===== src/rtl/fetch_pkg.sv =====
// fetch_pkg: shared definitions for the prefetching fetch stage.
//   NOP_INSTR   - canonical NOP (addi x0,x0,0) carried by a misaligned-fetch trap entry
//   fetch_state_e - control FSM states {RUN, HALTED, TRAP}
//   entry_width - width of one prefetch queue entry ({trap?, pc, instr})
package fetch_pkg;

    localparam logic [31:0] NOP_INSTR = 32'h0000_0013;

    typedef enum logic [1:0] {
        RUN    = 2'd0,
        HALTED = 2'd1,
        TRAP   = 2'd2
    } fetch_state_e;

    // Entry holds pc and instruction word, plus a trap flag when the
    // misaligned-fetch trap feature is built in.
    function automatic int entry_width(input int xlen, input bit with_trap);
        return 2 * xlen + (with_trap ? 1 : 0);
    endfunction

endpackage


===== src/rtl/fetch_fifo.sv =====
// fetch_fifo: DEPTH-entry synchronous FIFO used as the prefetch queue.
//   clk, reset     - clock, synchronous active-high reset (pointers/count only)
//   clear          - empties the queue; a push in the same cycle lands as the sole entry
//   push/push_data - write one entry
//   pop            - discard the head entry
//   head_data      - current head entry (valid when count != 0)
//   count          - number of stored entries
// DEPTH must be a power of two so the pointers wrap naturally.
module fetch_fifo #(
    parameter int W     = 65,
    parameter int DEPTH = 4
) (
    input  logic                       clk,
    input  logic                       reset,
    input  logic                       clear,
    input  logic                       push,
    input  logic [W-1:0]               push_data,
    input  logic                       pop,
    output logic [W-1:0]               head_data,
    output logic [$clog2(DEPTH+1)-1:0] count
);

    localparam int AW = $clog2(DEPTH);
    localparam int CW = $clog2(DEPTH+1);

    logic [W-1:0]  mem [DEPTH];
    logic [AW-1:0] rd_ptr;
    logic [AW-1:0] wr_ptr;

    always_ff @(posedge clk) begin
        if (reset) begin
            rd_ptr <= '0;
            wr_ptr <= '0;
            count  <= '0;
        end else if (clear) begin
            rd_ptr <= '0;
            wr_ptr <= push ? AW'(1) : '0;
            count  <= push ? CW'(1) : '0;
        end else begin
            if (push) wr_ptr <= wr_ptr + AW'(1);
            if (pop)  rd_ptr <= rd_ptr + AW'(1);
            count <= count + CW'(push) - CW'(pop);
        end
    end

    // Storage carries no reset; readers qualify it with count.
    always_ff @(posedge clk) begin
        if (push) mem[clear ? '0 : wr_ptr] <= push_data;
    end

    assign head_data = mem[rd_ptr];

endmodule


===== src/rtl/fetch_prefetch_unit.sv =====
// fetch_prefetch_unit: latency-tolerant, credit-limited instruction fetch stage.
// Issues in-order word requests to instruction memory, queues returned words in a
// DEPTH-entry prefetch queue and presents {pc, pc+4, instr} to decode.
//   clk, reset            - clock, synchronous active-high reset
//   redirect, redirect_pc - branch/jump flush pulse and its target
//   halt                  - suppress new requests while high
//   imem_req_*            - request channel (valid/ready, byte address)
//   imem_rsp_*            - in-order response channel, no backpressure
//   out_valid/out_ready   - decode handshake; out_instr, out_pc, out_pc_4, out_trap
// Optional feature macro: FETCH_MISALIGN_TRAP_EN (misaligned redirect target
// produces a single trap entry and stops fetch until the next redirect).
module fetch_prefetch_unit
    import fetch_pkg::*;
#(
    parameter int              XLEN     = 32,
    parameter int              DEPTH    = 4,
    parameter logic [XLEN-1:0] RESET_PC = '0
) (
    input  logic            clk,
    input  logic            reset,
    input  logic            redirect,
    input  logic [XLEN-1:0] redirect_pc,
    input  logic            halt,
    output logic            imem_req_valid,
    input  logic            imem_req_ready,
    output logic [XLEN-1:0] imem_req_addr,
    input  logic            imem_rsp_valid,
    input  logic [XLEN-1:0] imem_rsp_data,
    output logic            out_valid,
    input  logic            out_ready,
    output logic [XLEN-1:0] out_instr,
    output logic [XLEN-1:0] out_pc,
    output logic [XLEN-1:0] out_pc_4,
    output logic            out_trap
);

    localparam int CW = $clog2(DEPTH+1);
`ifdef FETCH_MISALIGN_TRAP_EN
    localparam int EW = entry_width(XLEN, 1'b1);
`else
    localparam int EW = entry_width(XLEN, 1'b0);
`endif

    fetch_state_e    state, state_nxt;
    logic [XLEN-1:0] fetch_pc;
    logic [XLEN-1:0] rsp_pc;
    logic [CW-1:0]   inflight;
    logic [CW-1:0]   drop_cnt;

    logic [XLEN-1:0] tgt_pc;
    logic            tgt_trap;
    logic [CW:0]     credits_used;
    logic            req_fire;
    logic            rsp_drop;
    logic            rsp_push;
    logic            q_push;
    logic            q_pop;
    logic [EW-1:0]   q_push_data;
    logic [EW-1:0]   q_head;
    logic [CW-1:0]   q_count;
    logic [XLEN-1:0] head_pc;
    logic [XLEN-1:0] head_instr;

`ifdef FETCH_MISALIGN_TRAP_EN
    logic            head_trap;
    assign tgt_pc   = redirect_pc;
    assign tgt_trap = redirect && (redirect_pc[1:0] != 2'b00);
    assign {head_trap, head_pc, head_instr} = q_head;
`else
    assign tgt_pc   = redirect_pc & ~XLEN'(3);
    assign tgt_trap = 1'b0;
    assign {head_pc, head_instr} = q_head;
`endif

    // Queue entries plus outstanding requests never exceed DEPTH, so every
    // response that arrives is guaranteed a free slot.
    assign credits_used   = (CW+1)'(q_count) + (CW+1)'(inflight);
    assign imem_req_valid = !reset && !halt && !redirect && (state != TRAP)
                            && (credits_used < (CW+1)'(DEPTH));
    assign imem_req_addr  = fetch_pc;
    assign req_fire       = imem_req_valid && imem_req_ready;

    assign rsp_drop = (drop_cnt != '0);
    assign rsp_push = imem_rsp_valid && !rsp_drop && !redirect;
    assign q_push   = rsp_push || tgt_trap;
    assign q_pop    = out_valid && out_ready && !redirect;

    always_comb begin
        q_push_data = '0;
`ifdef FETCH_MISALIGN_TRAP_EN
        if (tgt_trap) q_push_data = {1'b1, tgt_pc, XLEN'(NOP_INSTR)};
        else          q_push_data = {1'b0, rsp_pc, imem_rsp_data};
`else
        q_push_data = {rsp_pc, imem_rsp_data};
`endif
    end

    fetch_fifo #(
        .W     (EW),
        .DEPTH (DEPTH)
    ) u_fifo (
        .clk       (clk),
        .reset     (reset),
        .clear     (redirect),
        .push      (q_push),
        .push_data (q_push_data),
        .pop       (q_pop),
        .head_data (q_head),
        .count     (q_count)
    );

    always_comb begin
        state_nxt = state;
        if (redirect) begin
            if (tgt_trap)  state_nxt = TRAP;
            else if (halt) state_nxt = HALTED;
            else           state_nxt = RUN;
        end else if (state != TRAP) begin
            state_nxt = halt ? HALTED : RUN;
        end
    end

    always_ff @(posedge clk) begin
        if (reset) begin
            state    <= RUN;
            fetch_pc <= RESET_PC;
            rsp_pc   <= RESET_PC;
            inflight <= '0;
            drop_cnt <= '0;
        end else begin
            state <= state_nxt;
            if (redirect) begin
                fetch_pc <= tgt_pc;
                rsp_pc   <= tgt_pc;
                // Everything still outstanding belongs to the old path; a
                // response landing this very cycle is discarded right here.
                inflight <= inflight - CW'(imem_rsp_valid);
                drop_cnt <= inflight - CW'(imem_rsp_valid);
            end else begin
                if (req_fire) fetch_pc <= fetch_pc + XLEN'(4);
                if (rsp_push) rsp_pc   <= rsp_pc + XLEN'(4);
                inflight <= inflight + CW'(req_fire) - CW'(imem_rsp_valid);
                if (imem_rsp_valid && rsp_drop) drop_cnt <= drop_cnt - CW'(1);
            end
        end
    end

    // Head entry is only meaningful when the queue holds something; otherwise
    // present the reset-time values.
    assign out_valid = (q_count != '0);
    assign out_instr = out_valid ? head_instr : '0;
    assign out_pc    = out_valid ? head_pc : RESET_PC;
    assign out_pc_4  = out_pc + XLEN'(4);
`ifdef FETCH_MISALIGN_TRAP_EN
    assign out_trap  = out_valid && head_trap;
`else
    assign out_trap  = 1'b0;
`endif

endmodule


===== config.mk =====
export PLATFORM = sky130hd
export DESIGN_NAME = fetch_prefetch_unit
export DESIGN_NICKNAME = d
export VERILOG_FILES = /design/src/rtl/fetch_pkg.sv /design/src/rtl/fetch_fifo.sv /design/src/rtl/fetch_prefetch_unit.sv
export SDC_FILE = /design/constraint.sdc
export NUM_CORES = 1
export LEC_CHECK = 0
export ABC_AREA = 1
export CELL_PAD_IN_SITES_DETAIL_PLACEMENT = 1
export CELL_PAD_IN_SITES_GLOBAL_PLACEMENT = 1
export CORE_ASPECT_RATIO = 0.8
export CORE_UTILIZATION = 46
export DETAILED_ROUTE_END_ITERATION = 6
export PLACE_DENSITY = 0.86
export SYNTH_ARGS = -nofsm -noshare
export SYNTH_HDL_FRONTEND = slang
export SYNTH_SLANG_ARGS = --single-unit

===== constraint.sdc =====
create_clock -name clk -period 16.1 [get_ports clk]
set_input_delay 1.61 -clock clk [delete_from_list [all_inputs] [get_ports clk]]
set_output_delay 1.61 -clock clk [all_outputs]
set_load 0.005 [all_outputs]

=== Yosys cells after proc, flatten, opt, wreduce, memory -nomap -nowiden ===
Memory sizes are Yosys's and may differ from the RTL's. A register that Yosys moved wholly into a read port is not among the register bits.
Cells that the tools add are included.

* Memories kept: 1
* Bits of input ports: 71
* Output and inout bits: 131
* Bits in latches: 0
* Flip-flop bits (word level): 79
* Memory bits (read-only): 0
* Word-level logic and storage cells: 68
* Memory bits (writable): 256

* Add/sub/neg operators: 12
* Reductions and logical operators: 21
* Bitwise logic cells: 0
* Eq/ne operators: 1
* Div/mod/pow operators: 0
* Mux-type cells: 22
* Multipliers: 0
* $lt $le $gt $ge: 1
* Shift operators: 0

{| class="wikitable"
|+ Memories
! name !! depth !! width !! rd ports !! clocked after Yosys merged registers in !! wr ports !! RTL line !! RTL
|-
| u_fifo.mem || 4 || 64 || 1 || 1 || 1 || fetch_fifo.sv:26 || <nowiki>logic [W-1:0] mem [DEPTH];</nowiki>
|}

{| class="wikitable"
|+ Operator list
! operator !! count
|-
| 32-bit 2-to-1 mux || 6
|-
| 32-bit by 3-bit adder with 32-bit output (second input constant) || 3
|-
| 2-bit 2-to-1 mux || 7
|-
| 3-bit 2-to-1 mux || 4
|-
| 1-bit logical AND || 10
|-
| 3-bit by 1-bit subtractor with 3-bit output || 3
|-
| 2-bit nonzero test || 4
|-
| 3-bit by 1-bit adder with 3-bit output || 2
|-
| 3-bit nonzero test || 2
|-
| 1-bit 2-to-1 mux || 5
|-
| 2-bit by 1-bit adder with 2-bit output (second input constant) || 2
|-
| 3-bit by 3-bit adder with 4-bit output || 1
|-
| 1-bit zero test || 4
|-
| 4-bit by 3-bit less-than comparator with 1-bit output (second input constant) || 1
|-
| 3-bit by 1-bit subtractor with 3-bit output (second input constant) || 1
|-
| 2-bit inequality test (second input constant) || 1
|-
| 2-bit OR reduction || 1
|}

=== Depth between registers and ports, before layout ===
* Word-level depth: 9
* Gate-level depth with buffers: 14
* Gate-level depth less buffers: 13

=== Cells and area by module ===
Synthesis repeated with hierarchy kept, for this count alone.

* Cells, all modules: 1926
* Area total of the unflattened synthesis: 16450.8 µm²

{| class="wikitable"
|+ Modules (own cells, without submodules)
! module !! cells each !! instances !! seq. area each (µm²) !! area an instance (µm²)
|-
| fetch_fifo || 797 || 1 || 7867.5 || 10383.7
|-
| fetch_prefetch_unit || 1129 || 1 || 1321.3 || 6067.1
|}

=== Least setup slack after synthesis ===
Ideal clock, no wire load.

* Path type: input to register
* Start point: input imem_rsp_valid
* End point: memory u_fifo.mem[1][0] (netlist bit) (enable)
* Data required time: 15.539 ns
* Path buffers: 0
* Path slack: 9.271 ns
* Setup time: 0.561 ns
* Stages: 4
* Data arrival time: 6.268 ns
* Cells stage by stage: nand3_1 nor2_1 inv_1 nor3_1

* Longest elaborated chain between the ends: 4

{| class="wikitable"
|+ RTL lines
! what !! RTL line !! RTL
|-
| from (decl) || fetch_prefetch_unit.sv:27 || <nowiki>input logic imem_rsp_valid,</nowiki>
|-
| 1-bit logical AND (2 in series) || fetch_prefetch_unit.sv:84 || <nowiki>assign rsp_push = imem_rsp_valid && !rsp_drop && !redirect;</nowiki>
|-
| 1-bit 2-to-1 mux (2 in series) || fetch_fifo.sv:48 || <nowiki>if (push) mem[clear ? '0 : wr_ptr] <= push_data;</nowiki>
|-
| to (decl) || fetch_fifo.sv:26 ||
|}

No other way between the ends.

==> run_results.csv <==
group,metric,value,unit
outcome,status,"completed",
floorplanning,die_x,208.6,µm
place,port_buffers,192,
setup_path,r2r_cells,10,
routing,drc,0,
power_and_ir_drop,powerDensity,101.2,mW/mm²
routing,drt_pre_antenna_iters,5,
hold_path,min_from,"u_fifo.rd_ptr[1]$_SDFFE_PP0P_",
logic_synthesis,ys.flop_type,"edfxtp_1",
place,gp_congestion,0.9047,
floorplanning,rows,60,
setup_path,cp_common_cell,"nand2_1",
logic_synthesis,avgSynthCellArea,8.903,µm²
clocking,h-tree-depth,2,
floorplanning,io_pins,202,
setup_path,critical_path.cell_chain,"buf_4 > nor2_1 > nor2_1 > nand2_1 > a21oi_1 > ha_1 > nand2_1 > nor2_4 > nand2_2 > nor2_4 > nand2_1 > xor2_1 > clkdlybuf4s50_1",
place,place_area,0.01786,mm²
hold_path,min_path_type,"reg2reg",
flow_run,cap_violations,0,
logic_synthesis,synth-seq-cells,323,
setup_path,cpPeakStageDelay,0.89,ns
global_route,overflow,0,
clocking,cts-root-buf,"clkbuf_16",
power_and_ir_drop,clockPowerShare,41.5,%
clocking,cts_tree,"built",
logic_synthesis,synth-async-reset-ratio,0,%
clocking,insertion_delay,0.51,ns
power_and_ir_drop,p_sw_share,23.76,%
setup_path,r2r_slack,12.95,ns
timing,max_freq,0.1650,GHz
clocking,cts_made_buffers,35,
cells_and_area,antenna_cells,0,
timing,timing.slew.headroom,24.63,%
cells_and_area,multi_input_area,0.005738,mm²
timing,finalCriticalPeriod,6.060,ns
setup_path,cpMaxStageDelayCell,"buf_4",
cells_and_area,register_area,0.008954,mm²
cells_and_area,drive_above_1_share,7.052,%
setup_path,arrival,4.45,ns
timing,whs,0.4709,ns
routing,drt_wl_total,49670,µm
global_route,grt_pass1_vias,14120,
global_route,antenna_found_initial,0,
global_route,grt_usage,28.46,%
timing,tightest_slew,1.131,ns
setup_path,crit_fanout,103,
setup_path,endpoint_kind,"primary output",
routing,viasPerCell,5.574,
logic_synthesis,syn-cell-area,0.01571,mm²
timing,hold_viol_final,0,
cells_and_area,nets,2018,
timing,setup_viol,0,
timing,drv_slew,0,
timing,tns,0,ns
cells_and_area,fill_cells,3920,
timing,rsz0062_at_grt,"false",
floorplanning,die_area,0.03491,mm²
place,dp_cells,2329,
global_route,grt_pass1_wl,77780,µm
routing,antenna_left,0,
logic_synthesis,yosysSeqAreaShare,56.95,%
timing,post-route-period-util,37.64,%
logic_synthesis,synth_edf_count,248,
logic_synthesis,synthCells,1765,
clocking,clk_pin_slew,0.06,ns
floorplanning,start_util,46.72,%
power_and_ir_drop,p_leak,6.993,nW
clocking,postCtsResizedCells,0,
power_and_ir_drop,switching_power,0.0004564,W
power_and_ir_drop,seq_power_share,49.5,%
cells_and_area,final_area,0.01898,mm²
setup_path,start_kind,"flop",
timing,fin_skew,0.01345,ns
routing,via_count,13330,
global_route,grt_max_degree,104,
clocking,cts_sinks,323,
setup_path,r2r_end,"imem_req_addr[5]$_SDFFE_PP0P_",
clocking,cts_setup_buffers,0,
routing,wl_per_cell,20.77,µm
clocking,cts_max_path_buffers,3,
setup_path,required,14.49,ns
setup_path,path_class,"reg2out",
power_and_ir_drop,p_int,0.001464,W
power_and_ir_drop,pwr-share-comb,8.9,%
routing,drt_iter0_drc,826,
clocking,ctsHoldBuffers,0,
place,dp_hpwl,32950,µm
floorplanning,fp.dieH,167.3,µm
logic_synthesis,yosys_warnings,0,
floorplanning,core_area,0.03363,mm²
setup_path,crit_end,"out_pc_4[18]",
logic_synthesis,synthDistinctLibCells,39,
cells_and_area,syn2layout_area_growth,20.79,%
cells_and_area,fin_cells,2391,
setup_path,r2r_start,"u_fifo.count[2]$_SDFF_PP0_",
power_and_ir_drop,ir_worst_vdd,0.00007260,V
[kinds of logic after synthesis]
logic type	Yosys count	share of synthesized area (%)
AND/OR/NAND/NOR	896	24.64
flip-flops	323	56.95
AO/OA/AOI/OAI	252	8.360
buffers and inverters	244	6.840
XOR/XNOR	34	1.895
adder cells (fa/ha/maj)	15	1.290
other	1	0.02386
[worst max-delay path: cells and delay by family, from the launching register on]
| family | cells | cell delay (ns) |
|---|---|---|
| AOI/OAI and AO/OA | 1 | 0.28 |
| xor gates and xnor gates | 1 | 0.18 |
| adders and majority gates | 1 | 0.30 |
| buffers and inverters | 2 | 1.43 |
| DFF | 1 | 0.54 |
| and+or+nand+nor | 8 | 1.19 |
[cell usage after synthesis, types with 18 or more instances]
| cell | n | area (µm²) |
|---|---|---|
| nand2_1 | 406 | 1524 |
| nor2_1 | 252 | 945.9 |
| edfxtp_1 | 248 | 7447 |
| inv_1 | 151 | 566.8 |
| nand3_1 | 141 | 705.7 |
| o21ai_0 | 119 | 595.6 |
| a21oi_1 | 99 | 495.5 |
| dfxtp_1 | 75 | 1501 |
| xor2_1 | 28 | 245.2 |
| clkbuf_1 | 24 | 90.09 |
| buf_2 | 23 | 115.1 |
| nor3_1 | 21 | 105.1 |
| a31oi_1 | 19 | 118.9 |
| nor2_2 | 18 | 112.6 |
[layout make-up]
type	instances	share of cell area [%]
Timing Repair Buffer	205	10.61
Clock buffer	48	5.096
Sequential cell	323	47.17
Tap cell	434	2.861
Multi-Input combinational cell	1204	30.23
Clock inverter	14	0.7910
Inverter	163	3.237
[metrics by stage]
stage | power, W | setup slack, ns | utilization (%)
2_1_floorplan | 0.001045 | 9.271 | -
3_3_place_gp | 0.001125 | 10.64 | 53.11
3_5_place_dp | 0.001137 | 10.56 | 53.11
4_1_cts | 0.001930 | 9.988 | 56.44
5_1_grt | 0.001980 | 9.783 | 56.44
6_report | 0.001921 | 10.04 | 56.44
[routing by layer]
metal  track usage [%]  part of all wire, %  vias to the layer above
met4             7.705                  2.2                        0
met1             37.54                   44                     6621
li1                  -                    -                     6194
met3             4.014                  5.6                       89
met2             49.16                   48                      423
met5                 0                    0                        -
[cells in the final DEF, fill, tap and decap left out, types with 9 or more instances in the layout]
master,synthesis,final
inv_2,11,11
nor2_2,18,18
nor2_1,252,250
nor2_4,11,13
nor3_1,21,19
ha_1,13,13
nand2_2,9,9
clkbuf_1,24,11
a21oi_1,99,99
clkdlybuf4s50_1,0,191
edfxtp_1,248,248
nand4_1,14,14
nand3_2,11,11
xor2_1,28,28
inv_1,151,151
buf_4,12,13
clkbuf_16,0,37
dfxtp_1,75,73
nand2_1,406,406
nand3_1,141,141
o21ai_0,119,119
a31oi_1,19,19
[worst min-delay path by stage]
stage / endpoint / depth (start not counted)
3_3_place_gp: flop / 2
2_1_floorplan: flop / 2
4_1_cts: flop / 2
5_1_grt: u_fifo.wr_ptr[0]$_SDFFE_PP0P_ / 2
6_report: flop / 2
3_5_place_dp: flop / 2
[power groups by stage]
stage                     Sequential [W]  Clock [W]  Combinational, W
after global routing            0.000954   0.000838          0.000188
after floorplan                 0.000958          0         0.0000876
final                           0.000952   0.000797          0.000172
after global placement          0.000964          0          0.000160
after detailed placement        0.000968          0          0.000169
after CTS                       0.000950   0.000808          0.000172
[sequential cells by signal, indices dropped and copies added, names as in the netlist, named ones only]
signal / cells
u_fifo.mem: 248
imem_req_addr: 30
rsp_pc: 30
drop_cnt: 3
inflight: 3
u_fifo.count: 3
u_fifo.rd_ptr: 2
u_fifo.wr_ptr: 2
No activity file was read; power rests on OpenSTA's default activity.
